**config.mk**
```make
export PLATFORM = sky130hd
export DESIGN_NAME = fft_idx_seq
export DESIGN_NICKNAME = d
export VERILOG_FILES = /design/src/rtl/fft_idx_seq.sv
export SDC_FILE = /design/constraint.sdc
export NUM_CORES = 2
export LEC_CHECK = 0
export ABC_CLOCK_PERIOD_IN_PS = 2750
export CORE_MARGIN = 2
export CORE_UTILIZATION = 55
export CTS_BUF_LIST = sky130_fd_sc_hd__clkbuf_4 sky130_fd_sc_hd__clkbuf_8 sky130_fd_sc_hd__clkbuf_16
export CTS_CLUSTER_SIZE = 8
export DETAILED_ROUTE_END_ITERATION = 8
export DONT_BUFFER_PORTS = 1
export MAX_ROUTING_LAYER = met4
export PLACE_DENSITY = 0.77
export SETUP_SLACK_MARGIN = 0.05
export SYNTH_ARGS = -nofsm -noshare
export SYNTH_HDL_FRONTEND = slang
export SYNTH_SLANG_ARGS = --single-unit
```
**constraint.sdc**
```tcl
create_clock -name clk -period 2.75 [get_ports clk]
set_input_delay 0.55 -clock clk [delete_from_list [all_inputs] [get_ports clk]]
set_output_delay 0.55 -clock clk [all_outputs]
set_load 0.005 [all_outputs]
```
**src/rtl/fft_idx_seq.sv**
```systemverilog
// FFT index sequencer: run-time loadable index table streamed as table, linear or
// bit-reversed index sequences over a valid/ready port with a 2-entry skid buffer.
module fft_idx_seq #(
    parameter int AW    = 8,
    parameter int DW    = 9,
    parameter int DEPTH = 256
) (
    input  logic          clk,
    input  logic          rst_n,
    input  logic          cfg_we,
    input  logic [AW-1:0] cfg_addr,
    input  logic [DW-1:0] cfg_wdata,
    input  logic          start,
    input  logic [AW:0]   len,
    input  logic [1:0]    mode,
    output logic          busy,
    output logic          out_valid,
    input  logic          out_ready,
    output logic [DW-1:0] out_idx,
    output logic          out_last,
    output logic          done
);
    typedef enum logic [1:0] {IDLE, RUN, DRAIN} state_t;

    localparam logic [AW:0] DEPTH_L = (AW+1)'(DEPTH);
    localparam logic [AW:0] ONE     = (AW+1)'(1);

    state_t        state, state_nx;
    logic [AW:0]   len_q, rd_cnt, beat_cnt, eff_len;
    logic [1:0]    mode_q;
    logic [DW-1:0] table_mem [DEPTH];
    logic [DW-1:0] ram_q;
    logic          p_vld;
    logic [AW-1:0] p_cnt;
    logic [DW-1:0] p_idx, brev;
    logic [DW-1:0] fifo_mem [2];
    logic          fifo_wp, fifo_rp;
    logic [1:0]    fifo_cnt;
    logic          issue, hs, push, pop, fifo_empty;

    assign eff_len = (len > DEPTH_L) ? DEPTH_L : len;
    assign busy    = (state != IDLE);

    // NOTE: every variable driven in always_comb gets a default first, so no path leaves it unassigned and no latch is inferred.
    always_comb begin
        state_nx = state;
        issue    = 1'b0;
        case (state)
            IDLE:  if (start && eff_len != '0) state_nx = RUN;
            RUN: begin
                // Credit gate: buffered beats plus the read in flight never exceed the FIFO depth.
                issue = (fifo_cnt + 2'(p_vld)) < 2'd2;
                if (issue && rd_cnt == len_q - ONE) state_nx = DRAIN;
            end
            DRAIN: if (hs && out_last) state_nx = IDLE;
            default: state_nx = IDLE;
        endcase
    end

    // NOTE: sequential state uses non-blocking assignments so every register samples pre-edge values.
    always_ff @(posedge clk) begin
        if (!rst_n) begin
            state    <= IDLE;
            len_q    <= '0;
            mode_q   <= '0;
            rd_cnt   <= '0;
            beat_cnt <= '0;
            p_vld    <= 1'b0;
            p_cnt    <= '0;
            done     <= 1'b0;
        end else begin
            state <= state_nx;
            done  <= (state == IDLE && start && eff_len == '0) ||
                     (state == DRAIN && hs && out_last);
            if (state == IDLE && start) begin
                len_q    <= eff_len;
                mode_q   <= mode;
                rd_cnt   <= '0;
                beat_cnt <= '0;
            end else begin
                if (issue) rd_cnt   <= rd_cnt + ONE;
                if (hs)    beat_cnt <= beat_cnt + ONE;
            end
            p_vld <= issue;
            if (issue) p_cnt <= rd_cnt[AW-1:0];
        end
    end

    // NOTE: the table and skid storage are not reset; they map to plain RAM/flops and the table survives rst_n.
    always_ff @(posedge clk) begin
        if (cfg_we && !busy && ({1'b0, cfg_addr} < DEPTH_L))
            table_mem[cfg_addr] <= cfg_wdata;
        if (issue)
            ram_q <= table_mem[rd_cnt[AW-1:0]];
    end

    // Linear and bit-reverse indices come from the registered count, matching the RAM latency.
    always_comb begin
        brev = '0;
        for (int i = 0; i < AW; i++) brev[i] = p_cnt[AW-1-i];
        case (mode_q)
            2'd0:    p_idx = ram_q;
            2'd2:    p_idx = brev;
            default: p_idx = DW'(p_cnt);
        endcase
    end

    assign fifo_empty = (fifo_cnt == 2'd0);
    assign out_valid  = !fifo_empty || p_vld;
    assign hs         = out_valid && out_ready;
    assign pop        = hs && !fifo_empty;
    // A pipeline beat bypasses the FIFO only when the FIFO is empty and the consumer takes it now.
    assign push       = p_vld && !(fifo_empty && out_ready);
    assign out_idx    = !out_valid ? '0 : (fifo_empty ? p_idx : fifo_mem[fifo_rp]);
    assign out_last   = out_valid && (beat_cnt == len_q - ONE);

    always_ff @(posedge clk) begin
        if (!rst_n) begin
            fifo_wp  <= 1'b0;
            fifo_rp  <= 1'b0;
            fifo_cnt <= 2'd0;
        end else begin
            if (push) begin
                fifo_mem[fifo_wp] <= p_idx;
                fifo_wp           <= ~fifo_wp;
            end
            if (pop) fifo_rp <= ~fifo_rp;
            fifo_cnt <= fifo_cnt + 2'(push) - 2'(pop);
        end
    end
endmodule

```
; After elaboration in Yosys (flattened, before gate mapping)
; Memories as Yosys holds them, arrays and structs flattened. A register that Yosys moved wholly into a read port is not among the register bits.
; Cells that the tools add are included.
[totals]
ramBits = 2322
ff_bits = 45
memories = 2
inputBits = 33
[memory_table]
columns = memory, depth, word_bits, rd, rd_clocked_by_memory_dff, write_ports, line
row1 = table_mem, 256, 9, 1, 1, 1, 31  ; logic [DW-1:0] table_mem [DEPTH];
row2 = fifo_mem, 2, 9, 1, 1, 1, 36  ; logic [DW-1:0] fifo_mem [2];
[classes]
reduce_logical = 26
n_addsub = 6
magnitude_cmp = 2
muxes = 16
n_eq_ne = 8
bitwise_logic = 3
[ops]
columns = cell, count
row1 = two-way mux 9 bit, 3
row2 = "adder 9 x 1 -> 9 bit, second input constant", 2
row3 = equality test 9 bit, 2
row4 = one-hot mux 9 bit (2 select lines), 1
row5 = logical AND 1 bit, 13
row6 = "greater-than comparator 9 bit, second input constant", 1
row7 = zero test 9 bit, 1
row8 = nonzero test 9 bit, 1
row9 = "subtractor 9 x 1 -> 9 bit, second input constant", 1
row10 = two-way mux 1 bit, 8
row11 = zero test 2 bit, 3
row12 = two-way mux 2 bit, 3
row13 = "inequality test 2 bit, second input constant", 3
row14 = one-hot mux 2 bit (3 select lines), 1
row15 = adder 2 x 1 -> 2 bit, 2
row16 = "equality test 2 bit, second input constant", 2
row17 = zero test 1 bit, 3
row18 = NOT 1 bit, 3
row19 = AND reduction 3 bit, 1
row20 = "equality test 2 x 1 -> 1 bit, second input constant", 1
row21 = logical OR 1 bit, 2
row22 = "< comparator 2 bit, second input constant", 1
row23 = nonzero test 2 bit, 1
row24 = OR reduction 2 bit, 1
row25 = subtractor 2 x 1 -> 2 bit, 1

; Longest topological paths before layout
[logic_depth]
word_depth = 7
ltp_mapped = 12
depth_no_buf = 10

; Worst setup path before layout
; OpenSTA, ideal clock, no wires.
[synth_timing]
kind = reg2reg
start = register rd_cnt[0]
end = register ram_q[8] (read register of table_mem), data pin
required_ns = 2.478
setup_time_ns = 0.272
synth_period_minus_slack_ns = 2.530
n_path_buf = 4
stages_incl_launch_ff = 9
arrival_time_ns = 2.258
path_slack_ns = 0.220
path_cell_list = dfxtp_1 buf_6 buf_12 buf_12 buf_8 mux4_2 mux4_2 a311oi_1 o211ai_1
[synth_lines]
columns = element, line
row1 = start: declaration, 29  ; logic [AW:0] len_q, rd_cnt, beat_cnt, eff_len;
row2 = start signal: assignment, 81  ; if (issue) rd_cnt <= rd_cnt + ONE;
row3 = end: declaration, 32  ; logic [DW-1:0] ram_q;

==> flow_summary.json <==
{
  "synth_fa_ha_area_frac": 0.000669,
  "die_h_um": 416,
  "final_hold_viol_count": 428,
  "die_width_um": 416,
  "cts_buf_count": 347,
  "synthTopCellsByArea": "edfxtp_1 (75%), mux4_2 (11%), mux2i_1 (2.5%)",
  "drc": 0,
  "antenna_found_initial": 12,
  "rr_startpoint": "rd_cnt[0]",
  "period_minus_slack_ns": 3.19,
  "cp.required_ns": 3.51,
  "grt_overflow_total": 0,
  "grt_first_pass_wirelength_um": 398000,
  "yosys.area_share.xor_xnor": 0.00487,
  "clk_root_buffer_cell": "clkbuf_16",
  "fmax_ghz": 0.314,
  "cpMaxStageDelayCell": "a221oi_1",
  "layout-area-overhead-vs-synth_pct": 21.3,
  "timing.critical_path.cells": "buf_12, buf_6, buf_6, buf_16, buf_6, mux2i_1, a221oi_1, a21oi_1, o21ai_0, nand3_2, o2111ai_2",
  "kind_of_cell_adding_the_most_delay_to_the_critical_path": "compound AO/OA/AOI/OAI gates",
  "synthArstFlopShare": 0,
  "worst_hold_startpoint": "cfg_wdata[4]",
  "floorplan.die_area_um2": 173000,
  "share_seq_of_total_power": 0.487,
  "final-seq-area_um2": 71000,
  "postSynth.topFlopCell": "edfxtp_1",
  "initial_core_util": 0.553,
  "power_leakage_nw": 36.7,
  "p_sw_frac": 0.208,
  "totalWireLength_um": 288000,
  "grt_start_max_net_pins": 257,
  "stdcell_count": 7790,
  "synth_area_leader": "edfxtp_1",
  "layout-drive-gt1-share": 0.352,
  "htree_num_levels": 5,
  "yosys.area.top_type_share": 0.749,
  "min-delay-path-class": "in2reg",
  "main_combinational_cell_family_by_area_after_synthesis": "multiplexers",
  "clkPwrFrac": 0.456,
  "critPathCaptureType": "flop",
  "routed-via-count": 55400,
  "clock_latency_ns": 0.95,
  "violations_in_the_final_reports": "negative hold slack, negative setup slack",
  "tritoncts": "yes",
  "fin_hold_ws_ns": -0.198,
  "worst_path_buffer_plus_inverter_count": 5,
  "final.setup_skew_ns": 0.0680,
  "worst_hold_path.num_cells": 0,
  "setup_violations": 10,
  "delay_of_the_slowest_cell_on_the_worst_path_ns": 0.58,
  "startpoint_type": "flop",
  "relative_slew_slack": 0.267,
  "power.net_switching_mw": 17.1,
  "synth_enable_flop_cells": 2331,
  "intPower_mw": 65.2,
  "routedWlPerCell_um": 37.0,
  "synth.yosys.seq_area_share": 0.759,
  "globalRouteTotalUtil": 0.335,
  "critical_path_class": "reg2reg",
  "final_weighted_congestion_of_routability_driven_global_placement": 0.973,
  "ir_drop_uv": 507,
  "dr.pass1.iters": 8,
  "syn_inst_count": 4534,
  "worst_max_slew_pin_slew_ns": 1.10,
  "drt.antenna.violating_nets": 0,
  "synth-simple-area-share": 0.0305,
  "most_used_cell_along_the_critical_path": "buf_6",
  "rr_endpoint": "ram_q[7]",
  "reg2reg_setup_slack_ns": -0.44,
  "power_density_nw_per_um2": 726,
  "nNetsFinal": 5540,
  "ff_to_ff_path_depth": 11,
  "synth-compound-area-share": 0.0338,
  "std_cell_rows": 151,
  "post_synth_most_frequent_cells": "edfxtp_1 (2331), mux4_2 (467), nor2_1 (314)",
  "report.final.slew_viol_count": 0,
  "synth-seq-cells": 2377,
  "place_inst": 7230,
  "syn_avg_cell_area_um2": 20.6,
  "detail_route.iter0.violations": 10900,
  "outcome": "finished, violations left",
  "design.portCount": 46,
  "core_um2": 169000,
  "hold_end": "table_mem[53][4]",
  "detailed_place_hpwl_um": 157000,
  "placement.io_buffers": 0,
  "power.combinational.fraction": 0.057,
  "vias_per_cell": 7.12,
  "synthesis.nets": 4572,
  "yosys.cell_types.count": 80,
  "fillCellCount": 9760,
  "yosysWarningCount": 0,
  "placement.setup.worst_slack_ns": -0.623,
  "clk_pin_slew_ns": 0.05,
  "sink_count": 2377,
  "timing.final.crit_share": 1.16,
  "rsz_0062_raised_after_global_routing": "true",
  "multi_input_comb_area_um2": 21600,
  "worst_slack_ns": -0.437,
  "synth_most_common_cell": "edfxtp_1",
  "max_cap_violations": 0,
  "syn_std_cell_area_um2": 93500,
  "crit_arrival_ns": 3.94,
  "max_clock_buf_depth": 4,
  "grt_pass1_vias": 54200,
  "critical_path_fanouts_max": 10,
  "yosys-mux-area-fraction": 0.150
}
## worst register-to-register path, stage by stage (launching register included)
cell	delay, ns
dfxtp_4	0.46
buf_12	0.18
buf_6	0.11
buf_6	0.12
buf_16	0.14
buf_6	0.20
mux2i_1	0.11
a221oi_1	0.58
a21oi_1	0.19
o21ai_0	0.37
nand3_2	0.35
o2111ai_2	0.20
## routing by layer
metal	wire [µm]	vias up	GRT usage
li1	-	20700	-
met1	93400	27800	0.419
met2	133000	5663	0.492
met3	41700	1278	0.100
met4	20700	0	0.191
met5	0	-	-
## worst max-delay path by stage
stage	cells after the start	endpoint	start	slack, ns
2_1_floorplan	8	ram_q[8]	rd_cnt[0]	0.22
3_3_place_gp	10	ram_q[3]	rd_cnt[0]	-0.61
3_5_place_dp	8	ram_q[2]	rd_cnt[0]	-0.62
4_1_cts	6	out_last	len_q[4]	-0.41
5_1_grt	5	out_last	len_q[3]	-0.43
6_report	11	ram_q[7]	rd_cnt[0]	-0.44
## cell type report
class | count | share of cell area
repair buffers | 896 | 0.0771
multi-input cells | 1866 | 0.191
flip-flops and latches | 2377 | 0.626
inverters | 14 | 0.000486
clock buffers | 397 | 0.0808
well taps | 2218 | 0.0245
diodes | 16 | 0.000353
clock inverters | 6 | 0.000430
## flip-flops by register name, summed over array words and instances (netlist names), named ones only
signal     count
fifo_cnt       2
fifo_wp        1
rd_cnt         9
ram_q          9
len_q          9
table_mem   2304
fifo_rp        1
beat_cnt       9
done           1
p_vld          1
p_cnt          8
mode_q         2
state          2
fifo_mem      18
## repair_timing
action	in CTS	in global routing
resized for setup	210	102
buffers inserted	58	48
hold endpoints to repair	2132	1211
hold buffers	17	13
gates cloned	12	2
setup endpoints to repair	19	12
pin swaps	36	54
## cell usage in the layout (no fill, tap or decap), types with 16 or more instances in the layout
master | netlist | routed
dlygate4sd3_1 | 0 | 16
mux4_1 | 40 | 34
a21oi_1 | 84 | 67
nor2b_1 | 35 | 30
and2_1 | 23 | 17
a22oi_2 | 0 | 27
a221oi_2 | 4 | 18
a21oi_2 | 0 | 16
clkbuf_4 | 1 | 44
buf_16 | 0 | 32
nand2_1 | 98 | 98
mux4_2 | 467 | 473
nor2_1 | 314 | 306
nand3_1 | 73 | 66
buf_4 | 29 | 717
o21ai_0 | 53 | 29
clkbuf_16 | 0 | 355
mux2i_1 | 231 | 224
edfxtp_1 | 2331 | 2331
o221ai_1 | 28 | 20
diode_2 | 0 | 16
buf_12 | 20 | 83
a221oi_1 | 46 | 29
o22ai_1 | 21 | 16
dfxtp_1 | 46 | 33
o21ai_1 | 4 | 21
xnor2_1 | 23 | 22
nand4_1 | 22 | 22
buf_6 | 24 | 37
a22oi_1 | 95 | 68
## power groups by stage
stage | Combinational (mW) | Clock [mW] | Sequential [mW]
after floorplan | 2.44 | 0 | 40.7
after global placement | 3.32 | 0 | 40.7
after detailed placement | 3.37 | 0 | 40.7
after CTS | 4.01 | 37.5 | 40.0
after global routing | 4.84 | 38.9 | 40.0
final | 4.69 | 37.5 | 40.0
## logic make-up (layout without fill, tap and decap cells)
family | after synthesis | in the layout
other | 0 | 16
buffers and inverters | 291 | 1313
DFF | 2377 | 2377
xor gates and xnor gates | 41 | 41
muxes | 749 | 749
and+or+nand+nor | 627 | 627
adders and majority gates | 5 | 5
AOI/OAI and AO/OA | 444 | 444
## metrics by stage
stage	hold WS, ns	util	power [mW]	instance area, µm²	setup TNS, ns
after CTS	-0.241	0.663	81.5	112000	-2.41
after global placement	0.483	0.597	44.0	101000	-3.88
after detailed placement	0.491	0.597	44.1	101000	-4.03
final	-0.198	0.671	82.3	113000	-3.35
after floorplan	0.455	-	43.1	93500	0
after global routing	-0.273	0.670	83.8	113000	-3.47
(Power assumes the default switching activity.)
